--- config.mk ---
export PLATFORM = sky130hd
export DESIGN_NAME = if_fetch
export DESIGN_NICKNAME = d
export VERILOG_FILES = /design/src/rtl/if_fetch_pkg.sv /design/src/rtl/if_fetch_buf.sv /design/src/rtl/if_fetch.sv
export SDC_FILE = /design/constraint.sdc
export NUM_CORES = 1
export LEC_CHECK = 0
export CAP_MARGIN = 20
export CORE_MARGIN = 2
export CORE_UTILIZATION = 47
export CTS_CLUSTER_DIAMETER = 150
export DETAILED_ROUTE_END_ITERATION = 10
export PLACE_DENSITY = 0.76
export SLEW_MARGIN = 0
export SYNTH_ARGS = -nofsm -noshare
export SYNTH_HDL_FRONTEND = slang
export SYNTH_SLANG_ARGS = --single-unit
export TNS_END_PERCENT = 1
--- constraint.sdc ---
create_clock -name clk -period 1.7 [get_ports clk]
set_input_delay 0.255 -clock clk [delete_from_list [all_inputs] [get_ports clk]]
set_output_delay 0.255 -clock clk [all_outputs]
set_load 0.01 [all_outputs]
--- src/rtl/if_fetch_pkg.sv ---
// Shared types and constants for the instruction-fetch stage.
package if_fetch_pkg;

  typedef enum logic [1:0] {
    FetchIdle = 2'd0,
    FetchReq  = 2'd1,
    FetchWait = 2'd2,
    FetchDrop = 2'd3
  } fetch_state_e;

  localparam logic [31:0] PcInc    = 32'd4;
  localparam logic [31:0] ZeroWord = 32'h0000_0000;

  // Redirect targets may be unaligned; the low two bits are forced to zero.
  function automatic logic [31:0] word_align(input logic [31:0] addr);
    return {addr[31:2], 2'b00};
  endfunction

endpackage

--- src/rtl/if_fetch_buf.sv ---
// Two-entry FIFO of {pc, inst} pairs feeding if_id; head is registered.
module if_buf
  import if_fetch_pkg::*;
(
  input  logic        clk,
  input  logic        rst,
  input  logic        push,
  input  logic        pop,
  input  logic        clr,
  input  logic [31:0] push_pc,
  input  logic [31:0] push_inst,
  output logic [1:0]  count,
  output logic        head_valid,
  output logic [31:0] head_pc,
  output logic [31:0] head_inst
);

  logic [31:0] pc_q   [2];
  logic [31:0] inst_q [2];
  logic        wr_ptr_q;
  logic        rd_ptr_q;
  logic [1:0]  count_q;
  logic        do_push;
  logic        do_pop;

  assign do_push = push && (count_q != 2'd2);
  assign do_pop  = pop && (count_q != 2'd0);

  // Storage, pointers and occupancy; clr drops everything in one cycle.
  always_ff @(posedge clk or negedge rst) begin
    if (!rst) begin
      for (int i = 0; i < 2; i++) begin
        pc_q[i]   <= ZeroWord;
        inst_q[i] <= ZeroWord;
      end
      wr_ptr_q <= 1'b0;
      rd_ptr_q <= 1'b0;
      count_q  <= 2'd0;
    end else if (clr) begin
      wr_ptr_q <= 1'b0;
      rd_ptr_q <= 1'b0;
      count_q  <= 2'd0;
    end else begin
      if (do_push) begin
        pc_q[wr_ptr_q]   <= push_pc;
        inst_q[wr_ptr_q] <= push_inst;
        wr_ptr_q         <= ~wr_ptr_q;
      end
      if (do_pop) begin
        rd_ptr_q <= ~rd_ptr_q;
      end
      count_q <= count_q + 2'(do_push) - 2'(do_pop);
    end
  end

  // Empty queue presents a zero bubble.
  always_comb begin
    count      = count_q;
    head_valid = (count_q != 2'd0);
    head_pc    = head_valid ? pc_q[rd_ptr_q] : ZeroWord;
    head_inst  = head_valid ? inst_q[rd_ptr_q] : ZeroWord;
  end

endmodule

--- src/rtl/if_fetch.sv ---
// Instruction-fetch stage: PC, imem req/gnt/rvalid handshake, 2-entry output queue.
module if_fetch
  import if_fetch_pkg::*;
#(
  parameter logic [31:0] RESET_PC  = 32'h0000_0000,
  parameter int unsigned BUF_DEPTH = 2
) (
  input  logic        clk,
  input  logic        rst,
  input  logic        stall,
  input  logic        flush,
  input  logic [31:0] new_pc,
  output logic        imem_req,
  output logic [31:0] imem_addr,
  input  logic        imem_gnt,
  input  logic        imem_rvalid,
  input  logic [31:0] imem_rdata,
  output logic [31:0] if_pc,
  output logic [31:0] if_inst,
  output logic        if_valid
);

  localparam logic [1:0] Depth = 2'(BUF_DEPTH);

  fetch_state_e state_q, state_d;
  logic [31:0]  pc_q, pc_d;
  logic [31:0]  req_pc_q, req_pc_d;
  logic [1:0]   buf_count;
  logic         admit;
  logic         push;
  logic         pop;

  // Only one request is ever outstanding, so the queue count alone bounds admission.
  assign admit     = (buf_count < Depth);
  assign imem_addr = pc_q;
  assign pop       = !stall && if_valid;

  // State, PC and the address of the in-flight request.
  always_ff @(posedge clk or negedge rst) begin
    if (!rst) begin
      state_q  <= FetchIdle;
      pc_q     <= RESET_PC;
      req_pc_q <= RESET_PC;
    end else begin
      state_q  <= state_d;
      pc_q     <= pc_d;
      req_pc_q <= req_pc_d;
    end
  end

  // Next-state, PC advance and request generation; flush overrides everything.
  always_comb begin
    state_d  = state_q;
    pc_d     = pc_q;
    req_pc_d = req_pc_q;
    imem_req = 1'b0;
    push     = 1'b0;
    unique case (state_q)
      FetchIdle: state_d = FetchReq;
      FetchReq: begin
        imem_req = admit;
        if (admit && imem_gnt) begin
          req_pc_d = pc_q;
          pc_d     = pc_q + PcInc;
          state_d  = FetchWait;
        end
      end
      FetchWait: begin
        if (imem_rvalid) begin
          push    = 1'b1;
          state_d = FetchReq;
        end
      end
      FetchDrop: begin
        if (imem_rvalid) state_d = FetchReq;
      end
      default: state_d = FetchIdle;
    endcase
    if (flush) begin
      pc_d = word_align(new_pc);
      push = 1'b0;
      // A granted or pending request still owes one rvalid that must be swallowed.
      unique case (state_q)
        FetchWait: state_d = imem_rvalid ? FetchReq : FetchDrop;
        FetchReq:  state_d = (admit && imem_gnt) ? FetchDrop : FetchReq;
        FetchDrop: state_d = imem_rvalid ? FetchReq : FetchDrop;
        default:   state_d = FetchReq;
      endcase
    end
  end

  if_buf u_buf (
    .clk        (clk),
    .rst        (rst),
    .push       (push),
    .pop        (pop),
    .clr        (flush),
    .push_pc    (req_pc_q),
    .push_inst  (imem_rdata),
    .count      (buf_count),
    .head_valid (if_valid),
    .head_pc    (if_pc),
    .head_inst  (if_inst)
  );

endmodule

==> results of run 1 <==
## registers in the layout, summed over array words and instances, names as in the netlist
| register | count |
|---|---|
| u_buf.wr_ptr_q | 1 |
| u_buf.count | 2 |
| state_q | 2 |
| u_buf.pc_q | 60 |
| imem_addr | 30 |
| u_buf.rd_ptr_q | 1 |
| req_pc_q | 30 |
| u_buf.inst_q | 64 |
## worst max-delay path, delay by kind of cell, from the launching register on
kind | cells | cell delay (ps)
buf+inv | 5 | 650
flops | 1 | 390
simple gates | 2 | 200
## timing repair
action / in CTS / in global routing
resized for setup: 347 / 31
hold buffers: 1 / 0
pin swaps: 38 / 4
setup endpoints to repair: 177 / 183
setup buffers: 11 / 1
gates cloned: 5 / 0
endpoints found under the hold margin: 47 / 0
## power by group
| part | switching (W) | internal (W) |
|---|---|---|
| Clock | 0.00172 | 0.00252 |
| Sequential | 0.000761 | 0.00561 |
| Combinational | 0.00305 | 0.00370 |
| Total | 0.00553 | 0.0118 |
## cells by family after synthesis
kind of cell             after synthesis  synth area share [%]
buffers and inverters                 61                  3.19
flip-flops                           190                  53.6
other                                  1                0.0423
AND/OR/NAND/NOR                      279                  14.8
adder cells (fa/ha/maj)                3                 0.423
AO/OA/AOI/OAI                         52                  3.81
XOR/XNOR                              12                  1.19
multiplexers                         187                  22.9
## cell usage after synthesis, types with 9 or more instances
| cell type | number | share of area [%] |
|---|---|---|
| sky130_fd_sc_hd__buf_2 | 19 | 1.1 |
| sky130_fd_sc_hd__o31ai_1 | 9 | 0.76 |
| sky130_fd_sc_hd__a31oi_1 | 11 | 0.78 |
| sky130_fd_sc_hd__or4_1 | 11 | 0.93 |
| sky130_fd_sc_hd__mux2_2 | 124 | 16 |
| sky130_fd_sc_hd__nand2_1 | 116 | 4.9 |
| sky130_fd_sc_hd__mux2i_1 | 63 | 7.1 |
| sky130_fd_sc_hd__clkbuf_1 | 23 | 0.97 |
| sky130_fd_sc_hd__o21ai_0 | 17 | 0.96 |
| sky130_fd_sc_hd__dfrtp_1 | 190 | 54 |
| sky130_fd_sc_hd__nor2_1 | 82 | 3.5 |
| sky130_fd_sc_hd__nand3_1 | 15 | 0.85 |
## through the flow
stage | util (%) | TNS (ps) | cells
global placement | 61.7 | -52420 | 1212
finish | 66.5 | -19350 | 1260
floorplan | - | -2730 | 788
detailed placement | 61.7 | -54810 | 1212
CTS | 65.7 | -16220 | 1259
global route | 66.5 | -30150 | 1260
## area by class of cell
class	instances	share of cell area, %
clock buffer	20	3.62
sequential	190	38.6
inverter	7	0.213
timing repair buffer	260	19.8
multi-input combinational	537	33.9
clock inverter	12	1.48
tap	234	2.37
## per-layer routing
layer | wire length [um] | up-vias | share of wire (%) | global-route usage [%]
li1 | - | 3190 | - | -
met1 | 10400 | 3343 | 47 | 32.9
met2 | 10500 | 199 | 47 | 36.6
met3 | 1190 | 15 | 5.3 | 4.83
met4 | 155 | 0 | 0.70 | 5.26
met5 | 0 | - | 0 | 0
## worst min-delay path by stage
stage	endpoint	slack, ps	cells after the start
global placement	u_buf.inst_q[26]$_DFFE_PN0P_	260	1
floorplan	imem_addr[10]$_DFFE_PN0P_	-40	0
global route	imem_addr[5]$_DFFE_PN0P_	370	3
detailed placement	u_buf.inst_q[23]$_DFFE_PN0P_	260	1
finish	u_buf.inst_q[57]$_DFFE_PN0P_	370	2
CTS	imem_addr[5]$_DFFE_PN0P_	370	3
==> impl_table.tex, run 1 <==
\begin{tabular}{lr}
\hline
Metric & Value \\
\hline
\multicolumn{2}{l}{\textbf{Drt}} \\
\quad Routed len/inst & 17.7 um \\
\quad Drt pass-1 iters & 5 \\
\quad Average vias per placed instance & 5.35 \\
\quad Drt first-iter violations & 367 \\
\quad DRC violation count after routing & 0 \\
\quad Routed vias & 6747 \\
\quad Remaining antenna violation count & 0 \\
\quad Post-Route WL & 22.3 mm \\
\multicolumn{2}{l}{\textbf{Pwr}} \\
\quad Power Density & 1410 nW/um2 \\
\quad Highest ir drop seen on vdd & 830 uV \\
\quad Reported leakage power & 5.80 nW \\
\quad Power Total & 0.0174 W \\
\multicolumn{2}{l}{\textbf{Worst setup path}} \\
\quad Longest individual stage delay on the worst path & 390 ps \\
\quad CP Launch Point & u\_buf.count[1]\$\_DFF\_PN0\_ \\
\quad Startpoint Class & register \\
\quad CP Data Arrival Time & 1660 ps \\
\quad Peak fanout along the critical path & 5 \\
\quad Kind of end point of the critical path & output port \\
\quad Length in cells of the worst reg-to-reg path & 6 \\
\quad Crit-path slowest cell & sky130\_fd\_sc\_hd\_\_dfrtp\_1 \\
\quad Critical Path Sink & if\_pc[13] \\
\quad Required arrival time at the worst endpoint & 1440 ps \\
\quad R2R Path End & imem\_addr[14]\$\_DFFE\_PN0P\_ \\
\quad Crit-path cells & buf\_6 -> nor2\_4 -> buf\_6 -> buf\_6 -> buf\_16 -> nor2\_2 -> buf\_2 \\
\quad Worst R2R Setup Slack & -160 ps \\
\quad Worst Setup Path Type & register to output port \\
\quad Cell repeated most along the worst path & sky130\_fd\_sc\_hd\_\_buf\_6 \\
\quad Crit Reg-Reg Startpoint & u\_buf.count[1]\$\_DFF\_PN0\_ \\
\multicolumn{2}{l}{\textbf{Floorplan}} \\
\quad Row cnt & 50 \\
\quad IO Pins & 168 \\
\quad Die width & 141 um \\
\quad Core Box Area & 18600 um2 \\
\quad Starting Density & 47.7\% \\
\quad Die Outline Area & 20000 um2 \\
\quad Die height & 141 um \\
\multicolumn{2}{l}{\textbf{Run}} \\
\quad Number of maximum-capacitance violations & 0 \\
\multicolumn{2}{l}{\textbf{Cells and area}} \\
\quad Footprint of the flip-flops and latches & 4760 um2 \\
\quad Number of fill cells & 1411 \\
\quad Diodes inserted & 0 \\
\quad Share of cells above drive strength 1 & 36.0\% \\
\quad Area added between synthesis and finish & 39.3\% \\
\quad Multi-input gate area & 4190 um2 \\
\quad Commonest non-fill, non-tap cell in the layout & sky130\_fd\_sc\_hd\_\_dfrtp\_1 \\
\quad Highest-count cells in the layout ignoring fill and taps & 184 x sky130\_fd\_sc\_hd\_\_dfrtp\_1, 115 x sky130\_fd\_sc\_hd\_\_nand2\_1, 92 x sky130\_fd\_sc\_hd\_\_mux2\_2 \\
\quad Final \#Nets & 1086 \\
\quad Final std cell area, no fill & 12300 um2 \\
\multicolumn{2}{l}{\textbf{Global route}} \\
\quad Overall fraction of global-route tracks in use & 23.1\% \\
\quad Vias in the first global route & 6893 \\
\quad Antenna violations before repair & 0 \\
\quad Maximum number of pins on one net before global-route repair & 54 \\
\quad Remaining global-route overflow & 0 \\
\quad First-pass GRT wire length & 36.3 mm \\
\multicolumn{2}{l}{\textbf{Clock tree}} \\
\quad Number of clock sinks & 190 \\
\quad Buffers from clock root to sink, at most & 2 \\
\quad H-tree depth reported by CTS & 4 \\
\quad Total CTS buffers & 17 \\
\quad Cell at the root of the clock tree & sky130\_fd\_sc\_hd\_\_clkbuf\_16 \\
\quad Worst-Skew Late Latency & 430 ps \\
\quad Clock transition at path regs & 60 ps \\
\quad TritonCTS clock tree & built \\
\multicolumn{2}{l}{\textbf{Min path}} \\
\quad Path category of the worst min-delay check & input pin to asynchronous set/reset pin \\
\multicolumn{2}{l}{\textbf{Placed design}} \\
\quad Sum of net half-perimeters after detailed placement & 14.8 mm \\
\quad Final RePlAce weighted congestion & 0.892 \\
\quad Minimum setup slack after placement & -433 ps \\
\quad Placed Instance Area & 11500 um2 \\
\quad Count of input and output buffers & 161 \\
\multicolumn{2}{l}{\textbf{Synth}} \\
\quad Number of register bits inferred by synthesis & 190 \\
\quad Netlist cell types & 47 \\
\quad Main flop type after synthesis & sky130\_fd\_sc\_hd\_\_dfrtp\_1 \\
\quad Cell area after technology mapping & 8860 um2 \\
\quad Async set or reset register ratio after synthesis & 100\% \\
\quad Number of instances in the synthesized netlist & 785 \\
\quad Synthesized area divided by synthesized cell count & 11.3 um2 \\
\quad Share of synthesized area occupied by flip-flops and latches & 53.6\% \\
\quad Number of enable-type register cells in the synthesized netlist & 0 \\
\quad Synth warn & 0 \\
\multicolumn{2}{l}{\textbf{Run status}} \\
\quad Run status & finished, violations left \\
\quad Violations in the final reports & setup timing \\
\multicolumn{2}{l}{\textbf{Timing}} \\
\quad Total setup violations reported at the end of the flow & 144 \\
\quad Final max-slew violation count & 0 \\
\quad Post-route clock period utilization & 113\% \\
\quad Worst Hold Slack & 371 ps \\
\quad Worst Clk Skew & 16.5 ps \\
\quad Max Clock Freq & 522 MHz \\
\quad Time the final worst path needs with I/O delays and setup & 1920 ps \\
\quad Slack of the critical path & -217 ps \\
\quad Fin. Hold Viols & 0 \\
\quad Setup repair after global routing missed its margin & yes \\
\hline
\end{tabular}
Note: power is estimated with default switching activity, not from simulation.
==> run 2: changes to the inputs <==
--- a/config.mk
+++ b/config.mk
@@ -6,7 +6,6 @@
 export NUM_CORES = 1
 export LEC_CHECK = 0
 export CAP_MARGIN = 20
-export CORE_MARGIN = 2
 export CORE_UTILIZATION = 47
 export CTS_CLUSTER_DIAMETER = 150
 export DETAILED_ROUTE_END_ITERATION = 10
==> run 2 against run 1 <==
Against the previous run:
- the run still ends with setup timing left
- fmax fell by 5.3%
- sequential share of layout area grew 0.82 points
- wire length fell by 2.6%
- clock-buffer cell count up 3
- critical path type unchanged
- largest power group is now sequential cells
==> impl_table.tex, run 2 (synthesis results as in run 1) <==
\begin{tabular}{lr}
\hline
Metric & Value \\
\hline
\multicolumn{2}{l}{\textbf{Worst setup path}} \\
\quad Required arrival time at the worst endpoint & 1440 ps (about the same) \\
\quad Critical path depth & 4 (-3) \\
\quad CP Data Arrival Time & 1770 ps (+110 ps) \\
\quad Crit-path cells & buf\_12 -> mux2i\_1 -> nor2\_2 -> dlygate4sd2\_1 \\
\quad Kind of end point of the critical path & output port \\
\quad Longest individual stage delay on the worst path & 570 ps (+180 ps) \\
\quad Crit-path slowest cell & sky130\_fd\_sc\_hd\_\_dfrtp\_4 \\
\quad Category of cells accounting for the largest share of critical-path delay & flip-flops \\
\quad Worst Setup Path Type & register to output port \\
\quad Peak fanout along the critical path & 10 (+5) \\
\quad Buffers and inverters on the worst path & 2 (-3) \\
\quad Length in cells of the worst reg-to-reg path & 5 (-1) \\
\quad Startpoint Class & register \\
\multicolumn{2}{l}{\textbf{Floorplan}} \\
\quad Row cnt & 49 (-2.0\%) \\
\quad Starting Density & 48.7\% (+0.97 points) \\
\quad IO Pins & 168 (unchanged) \\
\quad Die Outline Area & 19400 um2 (-2.8\%) \\
\quad Die height & 139 um (-1.4\%) \\
\quad Die width & 139 um (-1.4\%) \\
\quad Core Box Area & 18200 um2 (-2.0\%) \\
\multicolumn{2}{l}{\textbf{Placed design}} \\
\quad Sum of net half-perimeters after detailed placement & 14.4 mm (-2.9\%) \\
\quad DP Cell Count & 1200 (-0.99\%) \\
\quad Count of input and output buffers & 161 (unchanged) \\
\quad Placed Instance Area & 11300 um2 (-1.1\%) \\
\quad Final RePlAce weighted congestion & 0.901 (+1.0\%) \\
\multicolumn{2}{l}{\textbf{Cells and area}} \\
\quad Diodes inserted & 0 (unchanged) \\
\quad Number of fill cells & 1473 (+4.4\%) \\
\quad Largest registers in the final layout & u\_buf.inst\_q x64, u\_buf.pc\_q x60 \\
\quad Max FFs per register & 64 (unchanged) \\
\quad Highest-count cells in the layout ignoring fill and taps & 183 x sky130\_fd\_sc\_hd\_\_dfrtp\_1, 121 x sky130\_fd\_sc\_hd\_\_mux2\_2, 115 x sky130\_fd\_sc\_hd\_\_nand2\_1 \\
\quad Share of cells above drive strength 1 & 34.7\% (-1.2 points) \\
\quad Layout Cells excl Fill & 1251 (-0.71\%) \\
\quad Post-layout util & 66.4\% (about the same) \\
\quad Commonest non-fill, non-tap cell in the layout & sky130\_fd\_sc\_hd\_\_dfrtp\_1 \\
\quad Area added between synthesis and finish & 36.4\% \\
\quad Final std cell area, no fill & 12100 um2 (-2.1\%) \\
\quad Final \#Nets & 1082 (-0.37\%) \\
\quad Largest register by flop count & u\_buf.inst\_q \\
\multicolumn{2}{l}{\textbf{Clock tree}} \\
\quad Clock transition at path regs & 70 ps (about the same) \\
\quad Cell at the root of the clock tree & sky130\_fd\_sc\_hd\_\_clkbuf\_16 \\
\quad Number of clock sinks & 190 (unchanged) \\
\quad TritonCTS clock tree & built \\
\quad Worst-Skew Late Latency & 430 ps (about the same) \\
\quad H-tree depth reported by CTS & 4 (unchanged) \\
\quad Buffers from clock root to sink, at most & 2 (unchanged) \\
\quad Total CTS buffers & 17 (unchanged) \\
\multicolumn{2}{l}{\textbf{Global route}} \\
\quad Vias in the first global route & 6790 (-1.5\%) \\
\quad Remaining global-route overflow & 0 (unchanged) \\
\quad Global-route layer with the greatest usage & met2 \\
\quad Maximum number of pins on one net before global-route repair & 66 (+22\%) \\
\quad Overall fraction of global-route tracks in use & 23.2\% (+0.087 points) \\
\quad Global Route met2 Usage & 36.8\% (+0.18 points) \\
\quad Antenna violations before repair & 0 (unchanged) \\
\quad Global routing met3 resource utilization & 4.68\% (-0.15 points) \\
\quad GR Util met1 & 32.5\% (-0.43 points) \\
\quad First-pass GRT wire length & 35.3 mm (-2.7\%) \\
\multicolumn{2}{l}{\textbf{Drt}} \\
\quad Drt first-iter violations & 276 (-25\%) \\
\quad Routed len/inst & 17.3 um (-1.9\%) \\
\quad Drt pass-1 iters & 5 (unchanged) \\
\quad Average vias per placed instance & 5.44 (+1.7\%) \\
\quad Post-Route WL & 21.7 mm (-2.6\%) \\
\quad Routed vias & 6810 (+0.93\%) \\
\quad Remaining antenna violation count & 0 (unchanged) \\
\quad DRC violation count after routing & 0 (unchanged) \\
\multicolumn{2}{l}{\textbf{Run status}} \\
\quad Violations in the final reports & setup timing \\
\quad Run status & finished, violations left \\
\multicolumn{2}{l}{\textbf{Timing}} \\
\quad Slack of the critical path & -325 ps (-108 ps) \\
\quad Post-route clock period utilization & 119\% (+6.4 points) \\
\quad Total setup violations reported at the end of the flow & 144 (unchanged) \\
\quad Fin. Hold Viols & 0 (unchanged) \\
\quad Max Clock Freq & 494 MHz (-5.3\%) \\
\quad Final max-slew violation count & 0 (unchanged) \\
\quad Worst Clk Skew & 6.52 ps (-9.96 ps) \\
\quad Setup repair after global routing missed its margin & yes \\
\quad Time the final worst path needs with I/O delays and setup & 2020 ps (+108 ps) \\
\multicolumn{2}{l}{\textbf{Pwr}} \\
\quad Int Power & 0.0110 W (-6.7\%) \\
\quad Share of power burned in the clock network & 26.0\% (+1.6 points) \\
\quad Power Density & 1340 nW/um2 (-4.7\%) \\
\quad Relative contribution of combinational cells to total power & 34.8\% (-4.1 points) \\
\quad Reported leakage power & 5.68 nW (-2.2\%) \\
\quad Power dissipated by switching net loads & 0.00516 W (-6.8\%) \\
\quad Highest ir drop seen on vdd & 813 uV (-2.1\%) \\
\quad Switching share of total power & 31.8\% (about the same) \\
\quad Sequential fraction of design power & 39.3\% (+2.6 points) \\
\quad Power Total & 0.0162 W (-6.7\%) \\
\multicolumn{2}{l}{\textbf{Min path}} \\
\quad Path category of the worst min-delay check & input pin to asynchronous set/reset pin \\
\multicolumn{2}{l}{\textbf{Run}} \\
\quad Number of maximum-capacitance violations & 0 (unchanged) \\
\hline
\end{tabular}
-- run 2: cell types whose count changed in the layout (fill, tap and decap cells not counted), moves of 3 or more --
cell                             previous run  this run
sky130_fd_sc_hd__buf_2                     63        52
sky130_fd_sc_hd__mux2_2                    92       121
sky130_fd_sc_hd__dlygate4sd2_1             30        34
sky130_fd_sc_hd__buf_4                     58        66
sky130_fd_sc_hd__dlymetal6s2s_1             0         3
sky130_fd_sc_hd__buf_16                     6         2
sky130_fd_sc_hd__nor2_2                     8         2
sky130_fd_sc_hd__mux2_4                    32         3
sky130_fd_sc_hd__nor2_1                    73        79
sky130_fd_sc_hd__buf_12                    21        16
-- run 2: power by group through the flow --
stage               clock (W)  combinational (W)  sequential, W
global route          0.00449            0.00616        0.00650
CTS                   0.00429            0.00543        0.00634
finish                0.00421            0.00563        0.00636
detailed placement          0            0.00533        0.00639
global placement            0            0.00520        0.00633
floorplan                   0            0.00299        0.00623
-- run 2: per-layer routing --
layer	vias up	part of all wire (%)
met2	219	47
met5	-	0
met4	0	1.2
met3	22	5.8
met1	3391	46
li1	3178	-
-- run 2: worst paths after layout --
path                                              start                      endpoint  slack [ps]
setup / recovery             u_buf.rd_ptr_q$_DFFE_PN0P_                     if_pc[25]        -320
hold / removal                                      rst     imem_addr[23]$_DFFE_PN0P_         280
setup reg to reg               u_buf.count[1]$_DFF_PN0_     imem_addr[22]$_DFFE_PN0P_        -190
hold reg to reg            u_buf.inst_q[22]$_DFFE_PN0P_  u_buf.inst_q[22]$_DFFE_PN0P_         500
max in group asynchronous                           rst  u_buf.inst_q[28]$_DFFE_PN0P_         780
min in group clk                             new_pc[10]     imem_addr[10]$_DFFE_PN0P_         390
-- run 2: through the flow --
stage	hold WS (ps)	TNS [ps]	worst slack [ps]
final	278	-19210	-325
after global routing	278	-29640	-412
after detailed placement	167	-51330	-478
after floorplan	-40.6	-2730	-73.1
after CTS	273	-18480	-386
after global placement	166	-51340	-426
-- run 2: final cells by class --
cell class	count	area [um2]	share of cell area [%]
clock buffers	23	468	3.87
well taps	229	287	2.37
repair buffers	256	2320	19.2
inverters	7	28.8	0.238
multi-input cells	537	4060	33.6
flip-flops and latches	190	4770	39.4
clock inverters	9	158	1.30
-- run 2: timing repair --
action / CTS / global route
cloned: 1 / 0
hold buffers: 1 / 0
buffers inserted: 13 / 4
endpoints found under the setup margin: 180 / 208
pin swaps: 20 / 5
resized for setup: 283 / 36
hold endpoints to repair: 26 / 0
